<file path="src/rtl/cordic_vec_post.sv">
`default_nettype none
// ============================================================================
//  Module      : cordic_vec_post
//  Description : Output stage of the CORDIC vectoring pipeline. Rebuilds the
//                angle from the micro-rotation decision bits by summing an
//                arctangent table one term per cycle. It then applies the
//                quadrant correction and the 1/K gain compensation, and
//                presents (magnitude, angle) on a valid/ready handshake.
//  Revision    : 1.0 - initial release
// ============================================================================
module cordic_vec_post #(
    parameter int data_width   = 16,
    parameter int cordic_steps = 16,
    parameter int GAIN_Q15     = 19898
) (
    input  logic                    clk,
    input  logic                    nreset,
    input  logic                    in_valid,
    output logic                    in_ready,
    input  logic [data_width-1:0]   x_vec_in,
    input  logic [cordic_steps-1:0] micro_rotation_in,
    input  logic [1:0]              quad_in,
    output logic [data_width-1:0]   mag_out,
    output logic [data_width-1:0]   angle_out,
    output logic                    out_valid,
    input  logic                    out_ready,
    output logic                    overflow
);

    localparam int IDX_W = (cordic_steps > 1) ? $clog2(cordic_steps) : 1;
    // The product needs data_width + 16 bits for a Q1.15 gain. One spare
    // bit keeps the sign safe.
    localparam int PW    = data_width + 17;

    localparam logic [1:0] IDLE  = 2'd0;
    localparam logic [1:0] ACCUM = 2'd1;
    localparam logic [1:0] CORR  = 2'd2;
    localparam logic [1:0] OUT   = 2'd3;

    localparam logic [data_width-1:0] QUARTER  = data_width'(1) << (data_width - 2);
    localparam logic signed [PW-1:0]  GAIN_EXT = PW'(GAIN_Q15);

    // Table entry i is round(atan(2^-i) * 2^(data_width-1) / pi).
    // It is evaluated once, at elaboration time.
    function automatic logic [data_width-1:0] atan_term(input int i);
        real v;
        v = $atan(1.0 / (2.0 ** i)) * (2.0 ** (data_width - 1)) / 3.14159265358979323846;
        return data_width'($rtoi(v + 0.5));
    endfunction

    logic [data_width-1:0]   lut [cordic_steps];

    for (genvar gi = 0; gi < cordic_steps; gi++) begin : g_lut
        assign lut[gi] = atan_term(gi);
    end

    logic [1:0]              state;
    logic [IDX_W-1:0]        idx;
    logic [data_width-1:0]   acc;
    logic [data_width-1:0]   x_reg;
    logic [cordic_steps-1:0] micro_reg;
    logic [1:0]              quad_reg;

    logic [data_width-1:0]   lut_term;
    logic [data_width-1:0]   acc_next;
    logic [data_width-1:0]   offset;
    logic signed [PW-1:0]    x_ext;
    logic signed [PW-1:0]    prod;
    logic [data_width-1:0]   mag_next;
    logic                    last_term;

    assign in_ready  = (state == IDLE);
    assign last_term = (idx == IDX_W'(cordic_steps - 1));

    // Add the current arctangent term when the micro-rotation went
    // positive, and subtract it otherwise. The sum wraps modulo 2^data_width.
    always_comb begin
        lut_term = lut[idx];
        acc_next = micro_reg[idx] ? (acc + lut_term) : (acc - lut_term);
    end

    // Map the quadrant code to the angle offset. Code 11 is reserved and
    // adds nothing.
    always_comb begin
        offset = '0;
        case (quad_reg)
            2'b01:   offset = QUARTER;
            2'b10:   offset = data_width'(0) - QUARTER;
            default: offset = '0;
        endcase
    end

    // Apply the gain compensation: take the full signed product, shift it
    // arithmetically by 15, and truncate to data_width.
    always_comb begin
        x_ext    = PW'($signed(x_reg));
        prod     = x_ext * GAIN_EXT;
        mag_next = data_width'(prod >>> 15);
    end

    // Main sequencer: accept, then accumulate, then correct, then hold the
    // output until it is taken.
    always_ff @(posedge clk or negedge nreset) begin
        if (!nreset) begin
            state     <= IDLE;
            idx       <= '0;
            acc       <= '0;
            x_reg     <= '0;
            micro_reg <= '0;
            quad_reg  <= '0;
            mag_out   <= '0;
            angle_out <= '0;
            out_valid <= 1'b0;
        end else begin
            case (state)
                IDLE: begin
                    if (in_valid) begin
                        x_reg     <= x_vec_in;
                        micro_reg <= micro_rotation_in;
                        quad_reg  <= quad_in;
                        acc       <= '0;
                        idx       <= '0;
                        state     <= ACCUM;
                    end
                end
                ACCUM: begin
                    acc <= acc_next;
                    idx <= idx + IDX_W'(1);
                    if (last_term) begin
                        state <= CORR;
                    end
                end
                CORR: begin
                    angle_out <= acc + offset;
                    mag_out   <= mag_next;
                    out_valid <= 1'b1;
                    state     <= OUT;
                end
                OUT: begin
                    if (out_ready) begin
                        out_valid <= 1'b0;
                        state     <= IDLE;
                    end
                end
                default: state <= IDLE;
            endcase
        end
    end

    // Sticky drop flag. Upstream has no backpressure, so any input that
    // arrives while busy is lost and is recorded here.
    always_ff @(posedge clk or negedge nreset) begin
        if (!nreset) begin
            overflow <= 1'b0;
        end else if (in_valid && (state != IDLE)) begin
            overflow <= 1'b1;
        end
    end

endmodule
`default_nettype wire

</file>
<file path="config.mk">
export PLATFORM = sky130hd
export DESIGN_NAME = cordic_vec_post
export DESIGN_NICKNAME = d
export VERILOG_FILES = /design/src/rtl/cordic_vec_post.sv
export SDC_FILE = /design/constraint.sdc
export NUM_CORES = 1
export LEC_CHECK = 0
export ABC_AREA = 1
export CAP_MARGIN = 20
export CORE_MARGIN = 4
export CORE_UTILIZATION = 40
export DETAILED_ROUTE_END_ITERATION = 12
export DONT_BUFFER_PORTS = 1
export PLACE_DENSITY_LB_ADDON = 0.12
export SLEW_MARGIN = 20
export SYNTH_ARGS = -nofsm -noshare
export SYNTH_HDL_FRONTEND = slang
export SYNTH_SLANG_ARGS = --single-unit
export TNS_END_PERCENT = 100
</file>
<file path="constraint.sdc">
create_clock -name clk -period 6 [get_ports clk]
set_input_delay 0.6 -clock clk [delete_from_list [all_inputs] [get_ports clk]]
set_output_delay 0.6 -clock clk [all_outputs]
set_load 0.02 [all_outputs]
</file>
**After elaboration in Yosys (flattened, before gate mapping)**

Memory sizes are Yosys's and may differ from the RTL's.
Index checks and enable logic that the tools add are counted.

- ROM bits: 256
- Word-level logic and storage cells: 53
- Bits in registers: 90
- Input bits: 38
- Memories: 1
- Output and inout bits: 35

- Reductions and logical operators: 9
- Eq/ne operators: 9
- Magnitude comparators: 2
- $add $sub $neg: 4
- Mux-type cells: 16
- Multiply operators: 1
- Bitwise operators: 1

Memories:

| memory | words | bits a word | rd ports | clocked after Yosys merged registers in | write ports | RTL line | text |
|---|---|---|---|---|---|---|---|
| (no name shown) | 16 | 16 | 1 | 0 | 0 | 78 | `lut_term = lut[idx];` |

Operators with widths:

| operator | count |
|---|---|
| 2-to-1 mux 16 bit | 4 |
| one-hot mux 16 bit (2 select lines) | 2 |
| adder 16 bit | 2 |
| multiplier 16 x 15 -> 30 bit, second input constant | 1 |
| subtractor 16 bit | 1 |
| one-hot mux 2 bit (4 select lines) | 1 |
| one-hot mux 4 bit (2 select lines) | 1 |
| == test 2 bit, second input constant | 3 |
| 2-to-1 mux 2 bit | 3 |
| != test 2 bit, second input constant | 3 |
| AND reduction 2 bit | 3 |
| nonzero test 2 bit | 3 |
| >= comparator 5 bit, second input constant | 1 |
| less-than comparator 4 x 5 -> 1 bit, second input constant | 1 |
| inverter 4 -> 5 bit | 1 |
| adder 4 x 1 -> 4 bit, second input constant | 1 |
| binary-select mux 1 bit (select 4 bit) | 1 |
| == test 2 x 1 -> 1 bit, second input constant | 2 |
| == test 4 bit, second input constant | 1 |
| 2-to-1 mux 4 bit | 1 |
| AND reduction 3 bit | 1 |
| logical NOT 2 bit | 1 |
| 2-to-1 mux 1 bit | 2 |
| one-hot mux 1 bit (2 select lines) | 1 |
| logical AND 1 bit | 1 |

**Longest topological paths before layout**

Gate-level depths: netlist (run 1).

- Depth after elaboration: 7
- Mapped depth: 26
- Gate-level depth less buffers: 25

**Least setup slack after synthesis (run 1)**

No wires, ideal clock.

- Path kind: flip-flop to flip-flop
- Start point: reg x_reg[15]
- End point: reg mag_out[7]
- Cell stages (with the launch flop): 22
- Clock period less this slack: 4.830 ns
- Path slack: 1.170 ns
- Buffers on the path: 0
- Data arrival time: 4.712 ns
- Required time: 5.882 ns
- Library setup time: 0.118 ns
- Path through: dfrtp_1 ha_1 fa_1 inv_1 fa_1 fa_1 fa_1 inv_1 fa_1 inv_1 ha_1 nand2_1 nor2_1 inv_1 o21ai_0 inv_1 nand2_1 nand2_1 nand2_1 nand2_1 nand3_1 nand2_1

- Cells in the longest elaborated chain, start to end: 1

Ends and longest elaborated chain:

| item | RTL line | text |
|---|---|---|
| start, declared | 60 | `logic [data_width-1:0] x_reg;` |
| start signal, assigned | 118 | `x_reg <= x_vec_in;` |
| multiplier 16 x 15 -> 30 bit | 97 | `prod = x_ext * GAIN_EXT;` |
| end signal, assigned | 135 | `mag_out <= mag_next;` |
| end, declared | 23 | `output logic [data_width-1:0] mag_out,` |

No other way between the ends.
A chain may end at the register's enable or synchronous reset.

**Final worst setup path (run 1)**

- Start point: reg x_reg[14]
- End point: reg mag_out[14]

Same word-level chain as after synthesis.

==> results of run 1 <==
## layer usage
metal | vias to the layer above | GRT usage (%)
met4 | 2 | 5.08
met1 | 3754 | 23.4
met5 | - | 0
li1 | 3884 | -
met2 | 87 | 35.5
met3 | 26 | 3.03
## area by class of cell
type / count / area [µm²]
clock buffer: 10 / 239
clock inverter: 6 / 66.3
fill: 2607 / 14300
inverter: 222 / 833
multi-input combinational: 886 / 7070
sequential: 90 / 2250
tap: 330 / 413
timing repair buffer: 6 / 65.1
## worst register-to-register path, delay by kind of cell, from the launching register on
| family | cells | cell delay (ns) |
|---|---|---|
| adders and majority gates | 7 | 3.20 |
| buffers and inverters | 6 | 0.43 |
| DFF | 1 | 0.52 |
| and+or+nand+nor | 9 | 1.10 |
## stage by stage
stage / hold slack [ns] / util, % / setup slack, ns / instances
global route: 0.169 / 43.3 / 0.199 / 1550
finish: 0.122 / 43.3 / 0.630 / 1550
CTS: 0.167 / 43.3 / 0.622 / 1550
global placement: 0.307 / 42.0 / 0.562 / 1533
detailed placement: 0.307 / 42.0 / 0.619 / 1533
floorplan: 0.304 / - / 1.17 / 1218
## how the worst min path moves through the flow
stage,endpoint,cells past startpoint
2_1_floorplan,acc[0]$_DFFE_PN0P_,0
3_3_place_gp,mag_out[0]$_DFFE_PN0P_,0
3_5_place_dp,mag_out[0]$_DFFE_PN0P_,0
4_1_cts,x_reg[1]$_DFFE_PN0P_,1
5_1_grt,x_reg[6]$_DFFE_PN0P_,1
6_report,x_reg[7]$_DFFE_PN0P_,1
## Yosys cell counts, types with 29 or more instances
cell type	n	area, µm²
ha_1	153	1910
a21oi_1	61	305
nor2_1	73	274
nand3_1	49	245
xor2_1	33	289
nand2_1	241	905
fa_1	87	1740
dfrtp_1	90	2250
mux2_2	29	327
inv_1	217	815
o21ai_0	54	270
## kinds of logic (layout without fill, tap and decap cells)
logic type,after synthesis,after routing
xor gates and xnor gates,48,48
AOI/OAI and AO/OA,161,161
buffers and inverters,242,244
and+or+nand+nor,407,407
adders and majority gates,240,240
DFF,90,90
muxes,30,30
## timing repair
action	4_1_cts	5_1_grt
endpoints found under the hold margin	90	0
setup endpoints to repair	0	0
hold buffers	1	0
==> results.md, run 1 <==
* I/O pins at 73
* Clock Tree Root: clkbuf_16
* CP Capture Point: mag_out[14]$_DFFE_PN0P_
* CP Max Fanout at 6
* Worst slew pin tran at around 0.96 ns
* Hold Fails Final Rpt at 0
* FFs w/ async S/R, synth at 100%
* Crit path DAT at 5.62 ns
* Status: finished clean
* Critical path class: reg -> reg
* Met1 Wirelength at 11.3 mm
* Global route overflow at 0
* Row cnt at a little under 60
* R2r setup slk at around 0.63 ns
* RSZ-0062 raised after global routing: no
* Port buffer count at 0
* Number of flops mapped to enable cells by yosys at 0
* Via/cell ratio at 5.00
* R2R Path End: mag_out[14]$_DFFE_PN0P_
* Adder-cell share of the synthesized area at between 30% and 40%
* 1st-pass router iterations at 5
* Max Clock Skew at between 0.01 and 0.015 ns
* DR top layer: met5
* CTS resizes at 0
* Vias in the first global route at 8393
* R2r startpoint: x_reg[14]$_DFFE_PN0P_
* Worst Path Buf+Inv at 6
* Synth Net Count at 1496
* N_diodes at 0
* Post-DR wirelength/cell at 16.7 µm
* DRT iter0 DRCs at between 300 and 400
* Max Cap Viol at 0
* First-pass GRT wire length at between 40 and 50 mm
* ANT nets after route at 0
* WL met2 at 13.5 mm
* Simple-gate area share of the yosys netlist at 16.8%
* Area Overhead vs Synth at 6.49%
* Placer Congestion at 0.899
* Initial antenna violation count at 1
* Avg Cell Area, Syn at 8.43 µm²
* Fin Setup TNS at 0 ns
* Drt total wl at 25.9 mm
* Die height at 168 µm
* Rel. slew slack at 35.7%
* Initial Utilization at 40.7%
* Max-slew violation count at 0
* Tcrit/Tclk final at 89.5%
* Compound-Gate Fraction of Synth Area at 9.05%
* # DRC at 0
* CTS tree: done
* Die X-Extent at 168 µm
* Postcts setup bufs at 0
* Final-stage net count at 1493
* Clock latency on the worst-skew pair at 0.36 ns
* Seq cells post-synth at 90
* Cell Chain, Critical Path: inv_1 > ha_1 > inv_1 > ha_1 > fa_1 > inv_1 > fa_1 > inv_1 > fa_1 > inv_1 > fa_1 > inv_1 > ha_1 > nand2_1 > nor3_1 > nand2_1 > nor4_1 > nand2_1 > nand2_1 > nand2_1 > nand3_1 > nand2_1
* Main combinational cell family by area after synthesis: adder cells
* Largest net degree at the start of global routing at 91
* Startpoint Class: flip-flop
* CP Data Required Time at 6.25 ns
* CP peak stage delay at between 0.5 and 0.6 ns
* Num CTS Buffers at 9
* Placed inst area at 0.0106 mm²
* Multiplexer area fraction after synthesis at 3.28%
* Syn Inst Count at 1218
* CTS clk-pin slew, worst paths at 0.08 ns
* R2R cell count at 22
* Clock buffer depth at 2
* Sink Count at 90
* Post-synth cell types at 44
* Commonest non-fill, non-tap cells in the layout: nand2_1 (240), inv_1 (217), ha_1 (153)
* Fin crit period at 5.37 ns
* Post-route cell area at about 0.011 mm²
* Routed wl met3 at 586 µm
* Crit. Startpoint: x_reg[14]$_DFFE_PN0P_
* Crit path depth at 22
* Synth warnings at 0
* Commonest non-fill, non-tap cell in the layout: nand2_1
* GRT Resource Usage Total at 19.3%
* Core ar. at approximately 0.025 mm²
* Fmax at about 190 MHz
* Post-DP HPWL at 21.2 mm
* Layout cells sized above 1 at 6.15%
* Largest delay share family, worst path: adder cells
* Area of the mapped netlist at 0.0103 mm²
* CP endpoint kind: flip-flop
* Sequential cell area fraction in the yosys report at 21.9%
* Hold Path Class: in -> async
* Via count at 7753
* Synth Flop Type: dfrtp_1
* Die area at ~0.028 mm²
* Critical-path top delay cell: fa_1
* Htree depth at 3
* Post-Synth XOR/XNOR Area at about 4.1%
* Finish-stage setup viols at 0
Power of run 1 is not shown: default switching activity piles up to over one toggle a cycle in this logic, so the estimate is an artifact.
==> run 2: changes to the inputs <==
--- a/config.mk
+++ b/config.mk
@@ -8,7 +8,7 @@
 export ABC_AREA = 1
 export CAP_MARGIN = 20
 export CORE_MARGIN = 4
-export CORE_UTILIZATION = 40
+export CORE_UTILIZATION = 30
 export DETAILED_ROUTE_END_ITERATION = 12
 export DONT_BUFFER_PORTS = 1
 export PLACE_DENSITY_LB_ADDON = 0.12
==> run 2 against run 1 <==
  * Via count is 0.15% higher
  * Die area rose by 32%
  * Count of clock-buffer cells in the layout is the same
  * Hold slack improved by 0.016 ns
  * Core utilization fell by 10 points
  * Register-to-register slack about the same
  * Worst setup slack better by 0.014 ns
  * Fmax is 0.26% higher
  * Critical path depth fell by 1
  * First-iteration DRC count decreased by 5.2%
==> results.md, run 2 (synthesized netlist as in run 1, its figures left out) <==
* Status: finished clean
* Num CTS Buffers at 9
* Tcrit/Tclk final at 89.3%
* Critical-path top delay cell: dfrtp_1
* Via count at 7765
* Fin crit period at 5.36 ns
* Drt total wl at around 28 mm
* Worst Path Buf+Inv at 5
* DRT iter0 DRCs at ~330
* CTS tree: done
* Max-slew violation count at 0
* Clock Tree Root: clkbuf_16
* Max Clock Skew at 0.0178 ns
* CP endpoint kind: flip-flop
* Critical path class: reg -> reg
* Finish-stage setup viols at 0
* Clock buffer depth at 2
* Final-stage net count at between 1k and 1.5k
* 1st-pass router iterations at 4
* Die area at 0.0373 mm²
* I/O pins at 73
* Global route overflow at 0
* Crit path DAT at 5.62 ns
* Rel. slew slack at 33.5%
* Commonest non-fill, non-tap cells in the layout: nand2_1 (240), inv_1 (217), ha_1 (153)
* CP peak stage delay at 0.59 ns
* CTS clk-pin slew, worst paths at 0.09 ns
* N_diodes at 0
* Via/cell ratio at 4.66
* Post-DR wirelength/cell at 16.9 µm
* # DRC at 0
* Hold Path Class: in -> async
* Commonest non-fill, non-tap cell in the layout: nand2_1
* Cell Chain, Critical Path: ha_1 > inv_1 > ha_1 > fa_1 > inv_1 > fa_1 > inv_1 > fa_1 > inv_1 > fa_1 > inv_1 > ha_1 > nand2_1 > nor3_1 > nand2_1 > nor4_1 > nand2_1 > nand2_1 > nand2_1 > nand3_1 > nand2_1
* Startpoint Class: flip-flop
* R2R cell count at 21
* Crit path depth at 21
* Max Cap Viol at 0
* Postcts setup bufs at 0
* Fmax at roughly 190 MHz
* Initial Utilization at 30.6%
* Vias in the first global route at between 8k and 9k
* Largest delay share family, worst path: adder cells
* CP Data Required Time at between 6 and 7 ns
* Placer Congestion at roughly 0.9
* Clock latency on the worst-skew pair at between 0.3 and 0.4 ns
* ANT nets after route at 0
* Fillcell total at 3571
* Die X-Extent at approximately 190 µm
* Die height at 193 µm
* GRT Resource Usage Total at 16.1%
* Row cnt at 67
* Cell mode on critical path: nand2_1
* Largest net degree at the start of global routing at 91
* RSZ-0062 raised after global routing: no
* Sink Count at 90
* Port buffer count at 0
* First-pass GRT wire length at 46.3 mm
* Core ar. at 0.0336 mm²
* Layout cells sized above 1 at 6.07%
* CP Max Fanout at 14
* Fin Setup TNS at 0 ns
* Util after Layout at 32.9%
* Initial antenna violation count at 2
* Worst slew pin tran at roughly 0.99 ns
* Hold Fails Final Rpt at 0
* Area Overhead vs Synth at 7.78%
* Htree depth at 3
* Post-DP HPWL at between 20 and 25 mm
## run 2: area by class of cell
class / instances / area (µm²) / area share, %
Clock inverter: 6 / 61.3 / 0.554
Clock buffer: 10 / 229 / 2.07
Tap cell: 448 / 561 / 5.06
Multi-Input combinational cell: 886 / 7070 / 63.9
Sequential cell: 90 / 2250 / 20.3
Inverter: 222 / 833 / 7.53
Timing Repair Buffer: 6 / 65.1 / 0.588
## run 2: repair_timing
action,CTS,global route
hold buffers,1,0
endpoints found under the hold margin,90,0
gates resized for setup,0,0
## run 2: worst paths after layout
| check | startpoint | to | slack (ns) |
|---|---|---|---|
| max | x_reg[15]$_DFFE_PN0P_ | mag_out[14]$_DFFE_PN0P_ | 0.64 |
| min | nreset | mag_out[7]$_DFFE_PN0P_ | 0.14 |
| max reg2reg | x_reg[15]$_DFFE_PN0P_ | mag_out[14]$_DFFE_PN0P_ | 0.64 |
| min reg2reg | micro_reg[14]$_DFFE_PN0P_ | micro_reg[14]$_DFFE_PN0P_ | 0.51 |
| max in group asynchronous | nreset | x_reg[9]$_DFFE_PN0P_ | 5.41 |
| min in group clk | in_valid | overflow$_DFFE_PN0P_ | 0.35 |
## run 2: metrics by stage
stage	setup WS, ns	cells	hold WS (ns)	cell area (µm²)
4_1_cts	0.599	1668	0.157	11100
3_3_place_gp	0.615	1651	0.308	10800
2_1_floorplan	1.17	1218	0.304	10300
5_1_grt	0.231	1668	0.169	11100
3_5_place_dp	0.630	1651	0.309	10800
6_report	0.643	1668	0.138	11100
## run 2: metal layers
metal	vias to the layer above	part of all wire, %	global-route usage [%]
met2	84	51	29.0
li1	3901	-	-
met4	4	1.6	3.81
met5	-	0.12	0
met3	25	2.9	2.92
met1	3751	44	20.0
Power of run 2 is left out for the same reason.
